`src/rtl/axi_bram_pkg.sv`:
```
// rtl/axi_bram_pkg.sv - shared constants and helpers for the AXI BRAM writer
package axi_bram_pkg;

    localparam logic [1:0] RESP_OKAY   = 2'b00;
    localparam logic [1:0] RESP_SLVERR = 2'b10;

    // Ceiling log2; used to find the byte-offset bits of an AXI word address.
    function automatic int clogb2(input int value);
        int r;
        r = 0;
        for (int i = 0; i < 31; i++) begin
            if ((1 << i) < value) begin
                r = i + 1;
            end
        end
        return r;
    endfunction

endpackage

```
`src/rtl/axi_bram_writer_slot.sv`:
```
// rtl/axi_bram_writer_slot.sv - one-entry hold register with valid/ready capture and clear
module axi_bram_writer_slot #(
    parameter int WIDTH = 32
) (
    input  logic             clk,
    input  logic             rst,
    input  logic             i_valid,
    input  logic [WIDTH-1:0] i_data,
    input  logic             i_clear,
    output logic             o_ready,
    output logic             o_full,
    output logic [WIDTH-1:0] o_data
);

    logic             r_full;
    logic [WIDTH-1:0] r_data;

    always_ff @(posedge clk or posedge rst) begin
        if (rst) begin
            r_full <= 1'b0;
            r_data <= '0;
        end else if (i_valid && !r_full) begin
            r_full <= 1'b1;
            r_data <= i_data;
        end else if (i_clear) begin
            r_full <= 1'b0;
        end
    end

    assign o_ready = ~r_full;
    assign o_full  = r_full;
    assign o_data  = r_data;

endmodule

```
`src/rtl/axi_bram_writer.sv`:
```
// rtl/axi_bram_writer.sv - AXI4-Lite write slave driving BRAM port A
// Optional: define AXI_BRAM_WRITER_SLVERR_EN to reject out-of-range addresses with SLVERR.
module axi_bram_writer
    import axi_bram_pkg::*;
#(
    parameter int AXI_DATA_WIDTH  = 32,
    parameter int AXI_ADDR_WIDTH  = 32,
    parameter int BRAM_DATA_WIDTH = 32,
    parameter int BRAM_ADDR_WIDTH = 10
) (
    input  logic                         aclk,
    input  logic                         areset,
    input  logic [AXI_ADDR_WIDTH-1:0]    s_axi_awaddr,
    input  logic                         s_axi_awvalid,
    output logic                         s_axi_awready,
    input  logic [AXI_DATA_WIDTH-1:0]    s_axi_wdata,
    input  logic [AXI_DATA_WIDTH/8-1:0]  s_axi_wstrb,
    input  logic                         s_axi_wvalid,
    output logic                         s_axi_wready,
    output logic [1:0]                   s_axi_bresp,
    output logic                         s_axi_bvalid,
    input  logic                         s_axi_bready,
    output logic                         bram_porta_clk,
    output logic                         bram_porta_rst,
    output logic [BRAM_ADDR_WIDTH-1:0]   bram_porta_addr,
    output logic [BRAM_DATA_WIDTH-1:0]   bram_porta_wrdata,
    output logic [BRAM_DATA_WIDTH/8-1:0] bram_porta_we
);

    localparam int ADDR_LSB = clogb2(AXI_DATA_WIDTH / 8);
    localparam int STRB_W   = AXI_DATA_WIDTH / 8;

    logic                                w_aw_full;
    logic                                w_w_full;
    logic [AXI_ADDR_WIDTH-1:0]           w_held_awaddr;
    logic [AXI_DATA_WIDTH+STRB_W-1:0]    w_held_w;
    logic [AXI_DATA_WIDTH-1:0]           w_held_wdata;
    logic [STRB_W-1:0]                   w_held_wstrb;
    logic                                w_commit;
    logic                                w_addr_err;
    logic                                r_b_full;
    logic [1:0]                          r_bresp;

    axi_bram_writer_slot #(.WIDTH(AXI_ADDR_WIDTH)) u_aw_slot (
        .clk     (aclk),
        .rst     (areset),
        .i_valid (s_axi_awvalid),
        .i_data  (s_axi_awaddr),
        .i_clear (w_commit),
        .o_ready (s_axi_awready),
        .o_full  (w_aw_full),
        .o_data  (w_held_awaddr)
    );

    axi_bram_writer_slot #(.WIDTH(AXI_DATA_WIDTH + STRB_W)) u_w_slot (
        .clk     (aclk),
        .rst     (areset),
        .i_valid (s_axi_wvalid),
        .i_data  ({s_axi_wdata, s_axi_wstrb}),
        .i_clear (w_commit),
        .o_ready (s_axi_wready),
        .o_full  (w_w_full),
        .o_data  (w_held_w)
    );

    assign w_held_wdata = w_held_w[AXI_DATA_WIDTH+STRB_W-1:STRB_W];
    assign w_held_wstrb = w_held_w[STRB_W-1:0];

    // A held pair may commit while its predecessor's response is being accepted.
    assign w_commit = w_aw_full & w_w_full & (~r_b_full | s_axi_bready);

`ifdef AXI_BRAM_WRITER_SLVERR_EN
    assign w_addr_err = |(w_held_awaddr >> (ADDR_LSB + BRAM_ADDR_WIDTH));
`else
    assign w_addr_err = 1'b0;
`endif

    always_ff @(posedge aclk or posedge areset) begin
        if (areset) begin
            r_b_full <= 1'b0;
            r_bresp  <= RESP_OKAY;
        end else if (w_commit) begin
            r_b_full <= 1'b1;
            r_bresp  <= w_addr_err ? RESP_SLVERR : RESP_OKAY;
        end else if (s_axi_bready) begin
            r_b_full <= 1'b0;
        end
    end

    assign s_axi_bvalid      = r_b_full;
    assign s_axi_bresp       = r_bresp;

    assign bram_porta_clk    = aclk;
    assign bram_porta_rst    = areset;
    assign bram_porta_addr   = w_held_awaddr[ADDR_LSB +: BRAM_ADDR_WIDTH];
    assign bram_porta_wrdata = w_held_wdata;
    assign bram_porta_we     = (w_commit && !w_addr_err) ? w_held_wstrb : '0;

endmodule

```
`config.mk`:
```
export PLATFORM = sky130hd
export DESIGN_NAME = axi_bram_writer
export DESIGN_NICKNAME = d
export VERILOG_FILES = /design/src/rtl/axi_bram_pkg.sv /design/src/rtl/axi_bram_writer_slot.sv /design/src/rtl/axi_bram_writer.sv
export SDC_FILE = /design/constraint.sdc
export NUM_CORES = 1
export LEC_CHECK = 0
export BUFFER_PORTS_ARGS = -buffer_cell sky130_fd_sc_hd__buf_4
export CORE_UTILIZATION = 35
export CTS_CLUSTER_DIAMETER = 30
export CTS_CLUSTER_SIZE = 28
export DETAILED_ROUTE_END_ITERATION = 7
export PLACE_DENSITY = 0.69
export SLEW_MARGIN = 40
export SYNTH_ARGS = -nofsm -noshare
export SYNTH_HDL_FRONTEND = slang
export SYNTH_HIERARCHICAL = 1
export SYNTH_SLANG_ARGS = --single-unit
```
`constraint.sdc`:
```
create_clock -name aclk -period 2.3 [get_ports aclk]
set_input_delay 0.46 -clock aclk [delete_from_list [all_inputs] [get_ports aclk]]
set_output_delay 0.46 -clock aclk [all_outputs]
set_load 0.05 [all_outputs]
```
Yosys cells after proc, flatten, opt, wreduce, memory -nomap -nowiden
Cells that the tools add are included.

Register bits after elaboration: 51. Input port bits: 73. Logic and storage cells: 24.

Muxes and demuxes: 6. Bitwise gates (word level): 6. Reduce and logical (&&, ||, !) cells: 7.

Operator list (number): 2-bit nonzero test (3); 1-bit two-way mux (5); 4-bit two-way mux (1); 1-bit NOT (3); 1-bit bitwise AND (2); 1-bit logical AND (2); 1-bit zero test (2); 1-bit bitwise OR (1).

Longest topological paths before layout
Depth after elaboration: 5. Depth in mapped cells: 4.

Modules after synthesis
Netlist, hierarchy kept.

By module, submodules not included: axi_bram_writer_slot (u_w_slot) (times used 1, cells each 81, area an instance 1514.0 µm², sequential area each 925.9 µm²); axi_bram_writer_slot (u_aw_slot) (times used 1, cells each 73, area an instance 1361.3 µm², sequential area each 825.8 µm²); axi_bram_writer (times used 1, cells each 15, area an instance 142.6 µm², sequential area each 25.0 µm²).

==> results.md <==
- The flow ran to the end, and the final reports show no timing, DRC or antenna violations.
- The detailed-routed wire length on met3 is 319 um.
- The detailed-route wire length is 4540 um.
- The area of the multi-input gates is 776 um2.
- In this run the horizontal extent of the chip is 79.9 um.
- The startpoint of the worst register-to-register path is u_w_slot/o_full$_DFFE_PP0P_.
- Setup repair after global routing left no endpoint under its margin.
- The count of port buffers added during placement is 101.
- The area of the die is 0.00639 mm2.
- Data arrives at the worst endpoint at 1.56 ns.
- The core region area is 0.00589 mm2.
- Relative to the synthesized area, the layout overhead comes to 43.1%.
- The element type at the critical path start is a clock port.
- Using the TritonRoute via totals, the vias-per-cell ratio works out to 4.33.
- The filler cells instantiated in the layout total 532.
- The type of the tightest min-delay check is input pin to register.
- For this run the aggregate overflow at the end of global routing stands at 0.
- Between clock sinks in the finished design, the worst skew comes to 0.00505 ns.
- The final design area excluding fillers is 0.00304 mm2.
- The die span in y is 79.9 um.
- The DRC violations left is 0.
- The number of global-route vias before repair came to 1418.
- Routability-driven placement finished with a final weighted congestion of 0.657.
- Along the worst path, the maximum fanout reaches 2.
- The post-synthesis cell count is 124.
- In this run the most critical hold path is launched from s_axi_wdata[8].
- The number of antenna diodes in the final layout is 0.
- The count of routing violations after the opening detailed-route iteration is 29.
- Clock-pin slew was measured on the worst setup and hold paths at 0.09 ns.
- The number of placed I/O pins is 126.
- The tool flagged a number of max-cap violations equal to 0.
- The total number of yosys warnings is 6.
- The global-route wire length before repair is 7130 um.
- Of the cells placed in the final design, the portion with a size suffix greater than 1 is 0.727.
- The required time of the worst setup path is 1.84 ns.
- After detailed routing, the average wire length per cell comes to 14.8 um.
- After synthesis, the mean cell area works out to 17.1 um2.
- For this run, the post-layout net count is 303.
- The routed length on met1 is 1910 um.
- The hold violation total from the final report is 0.
- The total of endpoints with negative setup slack in the final report is 0.
- The pin count of the biggest net entering global routing is 38.
- The critical path endpoint category is an output port.
- The initial cell density of the core is 0.361.
- For this run, the detailed router's first-pass iteration total came to 2.
- The startpoint-to-endpoint class of the critical path is clock port to output port.
- Tracing the worst setup path back leads to its startpoint at aclk.
- The final route contains 1324 vias.
- The sequential cell area is 0.00123 mm2.
- The mapped netlist covers 0.00213 mm2.
- TritonCTS built the clock tree.
- The highest metal layer carrying signal wires in the routed design is met4.
- The overall global routing resource usage is 0.157.
- The met2 wire length is 2210 um.
- The number of core rows is 28.
- Once the clock tree was built, the setup fixing pass inserted 0 buffers.
- The number of antenna violations at the first check in global routing is 0.
- The detail route stage leaves a number of antenna-violating nets equal to 0.
- The post-place instance area is 0.00290 mm2.
- The insertion delay of the later-clocked pin in the worst-skew pair is 0.40 ns.
- The wire-length estimate of the detail-placed layout is 3300 um.
- The setup TNS is 0 ns.
- The number of pins exceeding their max-slew limit in the final report was 0.
-- registers in the layout, summed over array words and instances, names as in the netlist --
name / cells
u_w_slot/o_data: 36
u_aw_slot/o_full: 1
u_aw_slot/o_data: 10
u_w_slot/o_full: 1
s_axi_bvalid: 1
-- final cells by class --
class / count / share of cell area
inverter: 5 / 0.00617
clock inverter: 2 / 0.00494
timing repair buffer: 105 / 0.260
clock buffer: 10 / 0.0399
tap: 75 / 0.0309
multi-input combinational: 60 / 0.255
sequential: 49 / 0.403
-- path summary, 6_finish.rpt --
kind | end | slack [ns] | depth (start not counted)
setup / recovery | bram_porta_clk | 0.28 | 3
hold / removal | u_w_slot/o_data[12]$_DFFE_PP0P_ | 0.28 | 2
setup reg to reg | u_w_slot/o_data[7]$_DFFE_PP0P_ | 0.84 | 3
hold reg to reg | u_w_slot/o_data[3]$_DFFE_PP0P_ | 0.51 | 1
max in group asynchronous | u_w_slot/o_data[3]$_DFFE_PP0P_ | 1.23 | 4
min in group asynchronous | s_axi_bvalid$_DFFE_PP0P_ | 0.47 | 3
-- metrics by stage --
step | hold slack (ns) | worst slack (ns) | util | instances
after floorplan | 0.189 | 0.387 | - | 125
after global placement | 0.326 | 0.523 | 0.493 | 294
after detailed placement | 0.329 | 0.523 | 0.493 | 294
after CTS | 0.265 | 0.272 | 0.517 | 306
after global routing | 0.258 | 0.272 | 0.517 | 306
final | 0.279 | 0.278 | 0.517 | 306
-- routing by layer --
| layer | vias up | global-route usage |
|---|---|---|
| met4 | 0 | 0.0750 |
| met3 | 10 | 0.0560 |
| met2 | 61 | 0.248 |
| li1 | 621 | - |
| met5 | - | 0 |
| met1 | 632 | 0.190 |
-- cells in the final DEF (no fill, tap or decap) --
cell,count
sky130_fd_sc_hd__nor2_1,1
sky130_fd_sc_hd__nand2_2,1
sky130_fd_sc_hd__clkinvlp_4,2
sky130_fd_sc_hd__mux2_2,10
sky130_fd_sc_hd__nand2b_1,1
sky130_fd_sc_hd__clkbuf_8,8
sky130_fd_sc_hd__buf_4,105
sky130_fd_sc_hd__nor3b_2,4
sky130_fd_sc_hd__clkbuf_1,1
sky130_fd_sc_hd__nor2b_1,1
sky130_fd_sc_hd__nor2b_4,2
sky130_fd_sc_hd__o21bai_1,2
sky130_fd_sc_hd__dfrtp_1,49
sky130_fd_sc_hd__conb_1,2
sky130_fd_sc_hd__inv_1,5
sky130_fd_sc_hd__mux2_4,36
sky130_fd_sc_hd__dlygate4sd3_1,1
-- critical path, stage by stage --
cell and delay [ns]:
sky130_fd_sc_hd__clkbuf_8 0.11, sky130_fd_sc_hd__clkbuf_8 0.12, sky130_fd_sc_hd__buf_4 0.18
-- repair_timing --
action,4_1_cts,5_1_grt
hold buffers,1,0
gates resized for setup,0,0
hold endpoints to repair,1,0
setup endpoints to repair,0,0
Power is not shown: default switching activity piles up to over one toggle a cycle in this logic, so the estimate is an artifact.
